File: config.mk
export PLATFORM = sky130hd
export DESIGN_NAME = swervolf_rst_seq
export DESIGN_NICKNAME = d
export VERILOG_FILES = /design/src/rtl/swervolf_pkg.sv /design/src/rtl/swervolf_rst_seq.sv
export SDC_FILE = /design/constraint.sdc
export NUM_CORES = 1
export LEC_CHECK = 0
export CAP_MARGIN = 10
export CORE_MARGIN = 5
export CORE_UTILIZATION = 45
export DETAILED_ROUTE_END_ITERATION = 8
export GPL_TIMING_DRIVEN = 0
export PLACE_DENSITY = 0.72
export SYNTH_ARGS = -nofsm -noshare
export SYNTH_HDL_FRONTEND = slang
export SYNTH_SLANG_ARGS = --single-unit
File: constraint.sdc
create_clock -name i_clk -period 2.4 [get_ports i_clk]
set_input_delay 0.36 -clock i_clk [delete_from_list [all_inputs] [get_ports i_clk]]
set_output_delay 0.36 -clock i_clk [all_outputs]
set_load 0.02 [all_outputs]
File: src/rtl/swervolf_pkg.sv
// rtl/swervolf_pkg.sv - shared types and helpers for the SweRVolf reset sequencer
package swervolf_pkg;

  // Sequencer states; the encoding is what syscon reads back on o_state.
  typedef enum logic [2:0] {
    S_LOCK  = 3'd0,
    S_PHOLD = 3'd1,
    S_CAL   = 3'd2,
    S_CHOLD = 3'd3,
    S_RUN   = 3'd4,
    S_FAIL  = 3'd5
  } state_e;

  // Bit positions inside the one-hot reset cause vector.
  localparam int CAUSE_POR  = 0;
  localparam int CAUSE_LOCK = 1;
  localparam int CAUSE_WDT  = 2;
  localparam int CAUSE_SW   = 3;

  // Shared counter width: enough for the largest count, plus one bit of headroom.
  function automatic int cnt_width(input int a, input int b, input int c, input int d);
    int m;
    m = a;
    if (b > m) m = b;
    if (c > m) m = c;
    if (d > m) m = d;
    return $clog2(m) + 1;
  endfunction

  // One-hot cause vector with only the given bit set.
  function automatic logic [3:0] cause_bit(input int idx);
    logic [3:0] v;
    logic [1:0] i;
    i = idx[1:0];
    v = 4'b0000;
    v[i] = 1'b1;
    return v;
  endfunction

endpackage

File: src/rtl/swervolf_rst_seq.sv
// rtl/swervolf_rst_seq.sv - clk25 reset sequencer: lock, periph/DDR, calibration, core
module swervolf_rst_seq
  import swervolf_pkg::*;
#(
  parameter int LOCK_FILTER = 16,
  parameter int PERIPH_HOLD = 32,
  parameter int CORE_HOLD   = 64,
  parameter int CAL_TIMEOUT = 1048576
) (
  input  logic       i_clk,
  input  logic       i_rst,
  input  logic       i_pll_locked,
  input  logic       i_calib_done,
  input  logic       i_wdt_bite,
  input  logic       i_sw_rst,
  output logic       o_rst_periph,
  output logic       o_rst_ddr,
  output logic       o_rst_core,
  output logic       o_ready,
  output logic       o_cal_fail,
  output logic [3:0] o_cause,
  output logic [2:0] o_state
);

  localparam int CNT_W = cnt_width(LOCK_FILTER, PERIPH_HOLD, CORE_HOLD, CAL_TIMEOUT);

  // Terminal counts: a state entered on edge E leaves on edge E+N.
  localparam logic [CNT_W-1:0] LOCK_LAST = CNT_W'(LOCK_FILTER - 1);
  localparam logic [CNT_W-1:0] PH_LAST   = CNT_W'(PERIPH_HOLD - 1);
  localparam logic [CNT_W-1:0] CH_LAST   = CNT_W'(CORE_HOLD - 1);
  localparam logic [CNT_W-1:0] CAL_LAST  = CNT_W'(CAL_TIMEOUT - 1);

  state_e             state;
  logic [CNT_W-1:0]   cnt;

  assign o_state = state;

  // Single sequencer FSM; all outputs are registered alongside the state.
  always_ff @(posedge i_clk) begin
    if (i_rst) begin
      state        <= S_LOCK;
      cnt          <= '0;
      o_rst_periph <= 1'b1;
      o_rst_ddr    <= 1'b1;
      o_rst_core   <= 1'b1;
      o_ready      <= 1'b0;
      o_cal_fail   <= 1'b0;
      o_cause      <= cause_bit(CAUSE_POR);
    end else if (state != S_LOCK && !i_pll_locked) begin
      // Lock loss outranks everything but board reset and restarts the whole chain.
      state        <= S_LOCK;
      cnt          <= '0;
      o_rst_periph <= 1'b1;
      o_rst_ddr    <= 1'b1;
      o_rst_core   <= 1'b1;
      o_ready      <= 1'b0;
      o_cause      <= cause_bit(CAUSE_LOCK);
    end else begin
      case (state)
        S_LOCK: begin
          // The shared counter doubles as the lock glitch filter.
          if (!i_pll_locked) begin
            cnt <= '0;
          end else if (cnt == LOCK_LAST) begin
            state <= S_PHOLD;
            cnt   <= '0;
          end else begin
            cnt <= cnt + 1'b1;
          end
        end
        S_PHOLD: begin
          if (cnt == PH_LAST) begin
            state        <= S_CAL;
            cnt          <= '0;
            o_rst_periph <= 1'b0;
            o_rst_ddr    <= 1'b0;
          end else begin
            cnt <= cnt + 1'b1;
          end
        end
        S_CAL: begin
          if (i_calib_done) begin
            state <= S_CHOLD;
            cnt   <= '0;
          end else if (cnt == CAL_LAST) begin
            state      <= S_FAIL;
            cnt        <= '0;
            o_cal_fail <= 1'b1;
          end else begin
            cnt <= cnt + 1'b1;
          end
        end
        S_CHOLD: begin
          if (cnt == CH_LAST) begin
            state      <= S_RUN;
            cnt        <= '0;
            o_rst_core <= 1'b0;
            o_ready    <= 1'b1;
          end else begin
            cnt <= cnt + 1'b1;
          end
        end
        S_RUN: begin
          // Core-only re-sequence; watchdog wins over software when both arrive.
          if (i_wdt_bite || i_sw_rst) begin
            state      <= S_CHOLD;
            cnt        <= '0;
            o_rst_core <= 1'b1;
            o_ready    <= 1'b0;
            o_cause    <= i_wdt_bite ? cause_bit(CAUSE_WDT) : cause_bit(CAUSE_SW);
          end
        end
        S_FAIL: begin
          // Parked with the core in reset until board reset or lock loss.
          cnt <= '0;
        end
        default: begin
          state <= S_LOCK;
          cnt   <= '0;
        end
      endcase
    end
  end

endmodule

### After elaboration in Yosys (flattened, before gate mapping)

Cells that the tools add are included.

| word-level totals | value |
|---|---|
| register bits | 32 |
| bits of input ports | 6 |
| output and inout port bits | 12 |
| logic and storage cells | 68 |

| cells by class | value |
|---|---|
| $add $sub $neg | 1 |
| eq/ne operators | 15 |
| muxes and demuxes | 26 |
| bitwise gates (word level) | 3 |
| reduce and logical (&&, ||, !) cells | 15 |

Operators with widths:

| kind | count |
|---|---|
| 21-bit two-way mux | 7 |
| 21-bit one-hot mux with 5 select lines | 1 |
| 21-bit by 1-bit adder with 21-bit output (second input constant) | 1 |
| 21-bit by 20-bit equality test with 1-bit output (second input constant) | 1 |
| 21-bit by 4-bit equality test with 1-bit output (second input constant) | 1 |
| 21-bit by 5-bit equality test with 1-bit output (second input constant) | 1 |
| 21-bit by 6-bit equality test with 1-bit output (second input constant) | 1 |
| 3-bit two-way mux | 7 |
| 3-bit one-hot mux with 6 select lines | 1 |
| 2-bit inequality test (second input constant) | 5 |
| 7-bit AND reduction | 1 |
| 3-bit by 2-bit equality test with 1-bit output (second input constant) | 2 |
| 3-bit equality test (second input constant) | 2 |
| 2-bit two-way mux | 3 |
| 2-bit AND reduction | 3 |
| 2-bit nonzero test | 3 |
| 1-bit two-way mux | 4 |
| 4-bit two-way mux | 1 |
| 1-bit one-hot mux with 2 select lines | 2 |
| 4-bit AND reduction | 1 |
| 3-bit by 1-bit equality test with 1-bit output (second input constant) | 1 |
| 3-bit zero test | 1 |
| 3-bit inequality test (second input constant) | 1 |
| 1-bit NOT | 3 |
| 6 further kinds | 6 |

### Logic depth before layout (Yosys ltp)

| depth | value |
|---|---|
| depth in word-level cells | 4 |
| depth in mapped cells | 8 |
| depth with buffers taken out | 7 |

### Least setup slack after synthesis

No wires, ideal clock.

| timing | value |
|---|---|
| path type | register to register |
| start point | register state[1] (netlist: o_state[1]) |
| end point | register cnt[8] |
| setup time | 62 ps |
| arrival | 1874 ps |
| data required time | 2338 ps |
| slack | 464 ps |
| cell stages (with the launch flop) | 8 |
| path buffers | 1 |
| period minus slack after synthesis | 1936 ps |
| path through | dfxtp_1 -> or3b_4 -> nor2_4 -> o31ai_4 -> a31o_1 -> buf_2 -> or3_1 -> nand3_1 |

| on the way | value |
|---|---|
| cells in the longest elaborated chain, start to end | 3 |
| elaborated cells between the ends (all ways) | 10 |
| classes of those cells | eq/ne: 5; mux: 1; reduce/logical: 4 |

RTL lines:

| what | RTL line | source |
|---|---|---|
| from (decl) | swervolf_rst_seq.sv:33 | `state_e state;` |
| from (signal assigned) | swervolf_rst_seq.sv:41 | `state <= S_LOCK;` |
| from (signal assigned) | swervolf_rst_seq.sv:51 | `state <= S_LOCK;` |
| from (signal assigned) | swervolf_rst_seq.sv:65 | `state <= S_PHOLD;` |
| parallel branches: the longest is 3 deep, another holds 21-bit one-hot mux with 5 select lines | -- |  |
| to (signal assigned) | swervolf_rst_seq.sv:68 | `cnt <= cnt + 1'b1;` |
| to (signal assigned) | swervolf_rst_seq.sv:78 | `cnt <= cnt + 1'b1;` |
| to (signal assigned) | swervolf_rst_seq.sv:90 | `cnt <= cnt + 1'b1;` |
| to (decl) | swervolf_rst_seq.sv:34 | `logic [CNT_W-1:0] cnt;` |

Parallel ways; which one is timed is not known.
A chain may end at the register's enable or synchronous reset.

### Worst setup path in the final report

| timing | value |
|---|---|
| start point | register cnt[20] |
| end point | register cnt[8] |

| on the way | value |
|---|---|
| cells in the longest elaborated chain, start to end | 4 |
| elaborated cells between the ends (all ways) | 11 |
| classes of those cells | eq/ne: 4; mux: 7 |

RTL lines:

| what | RTL line | source |
|---|---|---|
| 21-bit by 20-bit equality test with 1-bit output or 21-bit by 4-bit equality test with 1-bit output (tied branches) | swervolf_rst_seq.sv:85, swervolf_rst_seq.sv:64 |  |
| 21-bit two-way mux, on equally long branches | swervolf_rst_seq.sv:85, swervolf_rst_seq.sv:64 |  |
| 21-bit two-way mux, on equally long branches | swervolf_rst_seq.sv:82, swervolf_rst_seq.sv:62 |  |
| 21-bit one-hot mux with 5 select lines (*) | swervolf_rst_seq.sv:59 | `case (state)` |

Every way passes the cells marked *; elsewhere a longest branch is shown, timed or not.

==> results.sh <==
export IMPL_setup_violations=0
export IMPL_yosysSeqAreaShare=0.341
export IMPL_pin_count=18
export IMPL_synthArstFlopShare=0
export IMPL_nFillCells=391
export IMPL_yosys_warnings=0
export IMPL_vdd_drop_max_mv=0.409
export IMPL_grt_start_max_net_pins=11
export IMPL_firstDrtPassIters=4
export IMPL_die_h_um=74.6
export IMPL_end_kind="flip-flop"
export IMPL_grt_overflow=0
export IMPL_fin_crit_ns=2.30
export IMPL_synth_ff_type="dfxtp_1"
export IMPL_hold_path_class="flip-flop to flip-flop"
export IMPL_syn_num_nets=237
export IMPL_fmax_mhz=434
export IMPL_clk_latency_ns=0.29
export IMPL_drive_gt1_frac=0.129
export IMPL_maxSlewViolCount=0
export IMPL_final_util=0.550
export IMPL_crit_type="flip-flop to flip-flop"
export IMPL_synthCells=230
export IMPL_numPortBuffers=17
export IMPL_ant_nets=0
export IMPL_grt_pass1_vias=1613
export IMPL_p_leak_uw=0.000786
export IMPL_drtIter0Drc=102
export IMPL_rsz0062_at_grt="no"
export IMPL_vias_per_cell=5.89
export IMPL_wirelength_um=4750
export IMPL_track_usage=0.186
export IMPL_synth_cell_types=54
export IMPL_wl_per_cell_um=15.6
export IMPL_routabilityCongestion=0.837
export IMPL_rows=23
export IMPL_coreArea_mm2=0.00403
export IMPL_fin_ws_ns=0.0952
export IMPL_final_nets=261
export IMPL_syn_area_mm2=0.00188
export IMPL_final_common_cell="dfxtp_1"
export IMPL_crit_required_ns=2.57
export IMPL_powerDensity_mw_per_mm2=462
export IMPL_hold_buffers=0
export IMPL_area_growth_pct=18.1
export IMPL_dpl_hpwl_um=3410
export IMPL_vias=1796
export IMPL_setup_tns_final_ns=0
export IMPL_worstPathArrival_ns=2.48
export IMPL_power_uw=1020
export IMPL_start_util=0.466
export IMPL_antenna_found_initial=0
export IMPL_fin_crit_sh=0.960
export IMPL_worstSetupStartpointType="flip-flop"
export IMPL_tightestPinTransition_ns=0.818
export IMPL_numClockSinks=32
export IMPL_cts_tree="done"
export IMPL_status="finished clean"
export IMPL_clock_skew_ns=0.00695
export IMPL_final_cell_mix="dfxtp_1 (32), nand2_1 (23), nor2_1 (18), clkdlybuf4s50_1 (17)"
export IMPL_cts_reportedPaths_clkPinSlew_ns=0.07
export IMPL_root_buffer="clkbuf_8"
export IMPL_dieArea_mm2=0.00556
export IMPL_cts_made_buffers=5
export IMPL_cts_buffer_depth=2
export IMPL_ys_ff_latch=32
export IMPL_crit_path_max_fanout=10
export IMPL_relSlewSlack=0.452
export IMPL_synth_edf_count=0
export IMPL_num_antenna_cells=0
export IMPL_grt_pass1_wl_um=7840
export IMPL_route_detailed_drc=0
export IMPL_post_place_ws_ns=0.0727
export IMPL_htree_levels=2
export IMPL_cap_violations=0
export IMPL_synth_area_per_cell_um2=8.16
export IMPL_final_hold_viol_count=0
export IMPL_chipWidth_um=74.6
## path summary, 6_finish.rpt
kind	cells after the start	to	from	slack [ns]
setup reg to reg	7	cnt[8]	cnt[20]	0.1
setup / recovery	7	cnt[8]	cnt[20]	0.1
hold / removal	2	o_ready	o_ready	0.46
hold reg to reg	2	o_ready	o_ready	0.46
## layer usage
metal / global-route usage / vias up / part of all wire
li1: - / 917 / -
met1: 0.263 / 833 / 0.47
met4: 0.0632 / 0 / 0.012
met3: 0.0473 / 4 / 0.062
met2: 0.274 / 42 / 0.45
met5: 0 / - / 0
## synthesized netlist by cell type (3+ instances only)
cell       n  area share
a211oi_1   7       0.028
a21oi_1   13       0.035
a22oi_1    3       0.012
a31o_2     3       0.014
a31oi_1    4       0.013
and2_1     3       0.010
and3_1     4       0.013
and4_1     5       0.023
buf_2      5       0.013
clkbuf_1   5       0.010
dfxtp_1   32        0.34
inv_1      4      0.0080
nand2_1   23       0.046
nand2b_1   3       0.010
nand3_1    9       0.024
nand4_1   10       0.033
nor2_1    18       0.036
nor3_1    10       0.027
nor4_1     4       0.013
o21a_1     3       0.012
o21ai_0   13       0.035
o32ai_1    3       0.014
or3_1      3       0.010
xnor2_1    4       0.019
## flip-flops by register name, summed over array words and instances (netlist names)
signal and flops:
o_ready 1, cnt 21, o_state 3, o_cause 4, o_cal_fail 1, o_rst_core 1
o_rst_ddr 1
## power breakdown
group	leakage [uW]	switching (uW)	total [uW]	internal, uW
clock network	0.0000510	205	434	229
registers	0.000258	2.35	535	533
logic	0.000477	34.2	55.7	21.5
## kinds of logic after synthesis
logic type | share of synthesized area
xor+xnor | 0.0233
compound gates | 0.247
buf+inv | 0.0513
simple gates | 0.319
flops | 0.341
fa+ha+maj | 0.00667
mux | 0.0107
## area by class of cell
type	count	area [um^2]	share of cell area
Multi-Input combinational cell	180	1150	0.521
Sequential cell	32	641	0.289
Clock buffer	6	82.6	0.0373
Timing Repair Buffer	17	170	0.0768
Clock inverter	2	10.0	0.00452
Tap cell	50	62.6	0.0282
Buffer	14	81.3	0.0367
Inverter	4	15.0	0.00678
## worst max-delay path: stages, from the launching register on
cell     delay [ns]
dfxtp_1        0.38
nor4_1         0.52
nand4_1        0.32
o21ai_2        0.34
a31o_1         0.20
buf_2          0.23
or3_1          0.13
nand3_1        0.06
## repair_timing
item,CTS,global route
gates resized for setup,0,3
setup endpoints to repair,0,9
buffers inserted,0,0
endpoints found under the hold margin,0,0
## per-stage QoR
stage          area, um^2  hold WS (ns)  instances
5_1_grt              2220         0.498        305
6_report             2220         0.465        305
4_1_cts              2200         0.475        305
2_1_floorplan        1880         0.432        230
3_3_place_gp         2110         0.443        297
3_5_place_dp         2110         0.457        297
(Power assumes the default switching activity.)
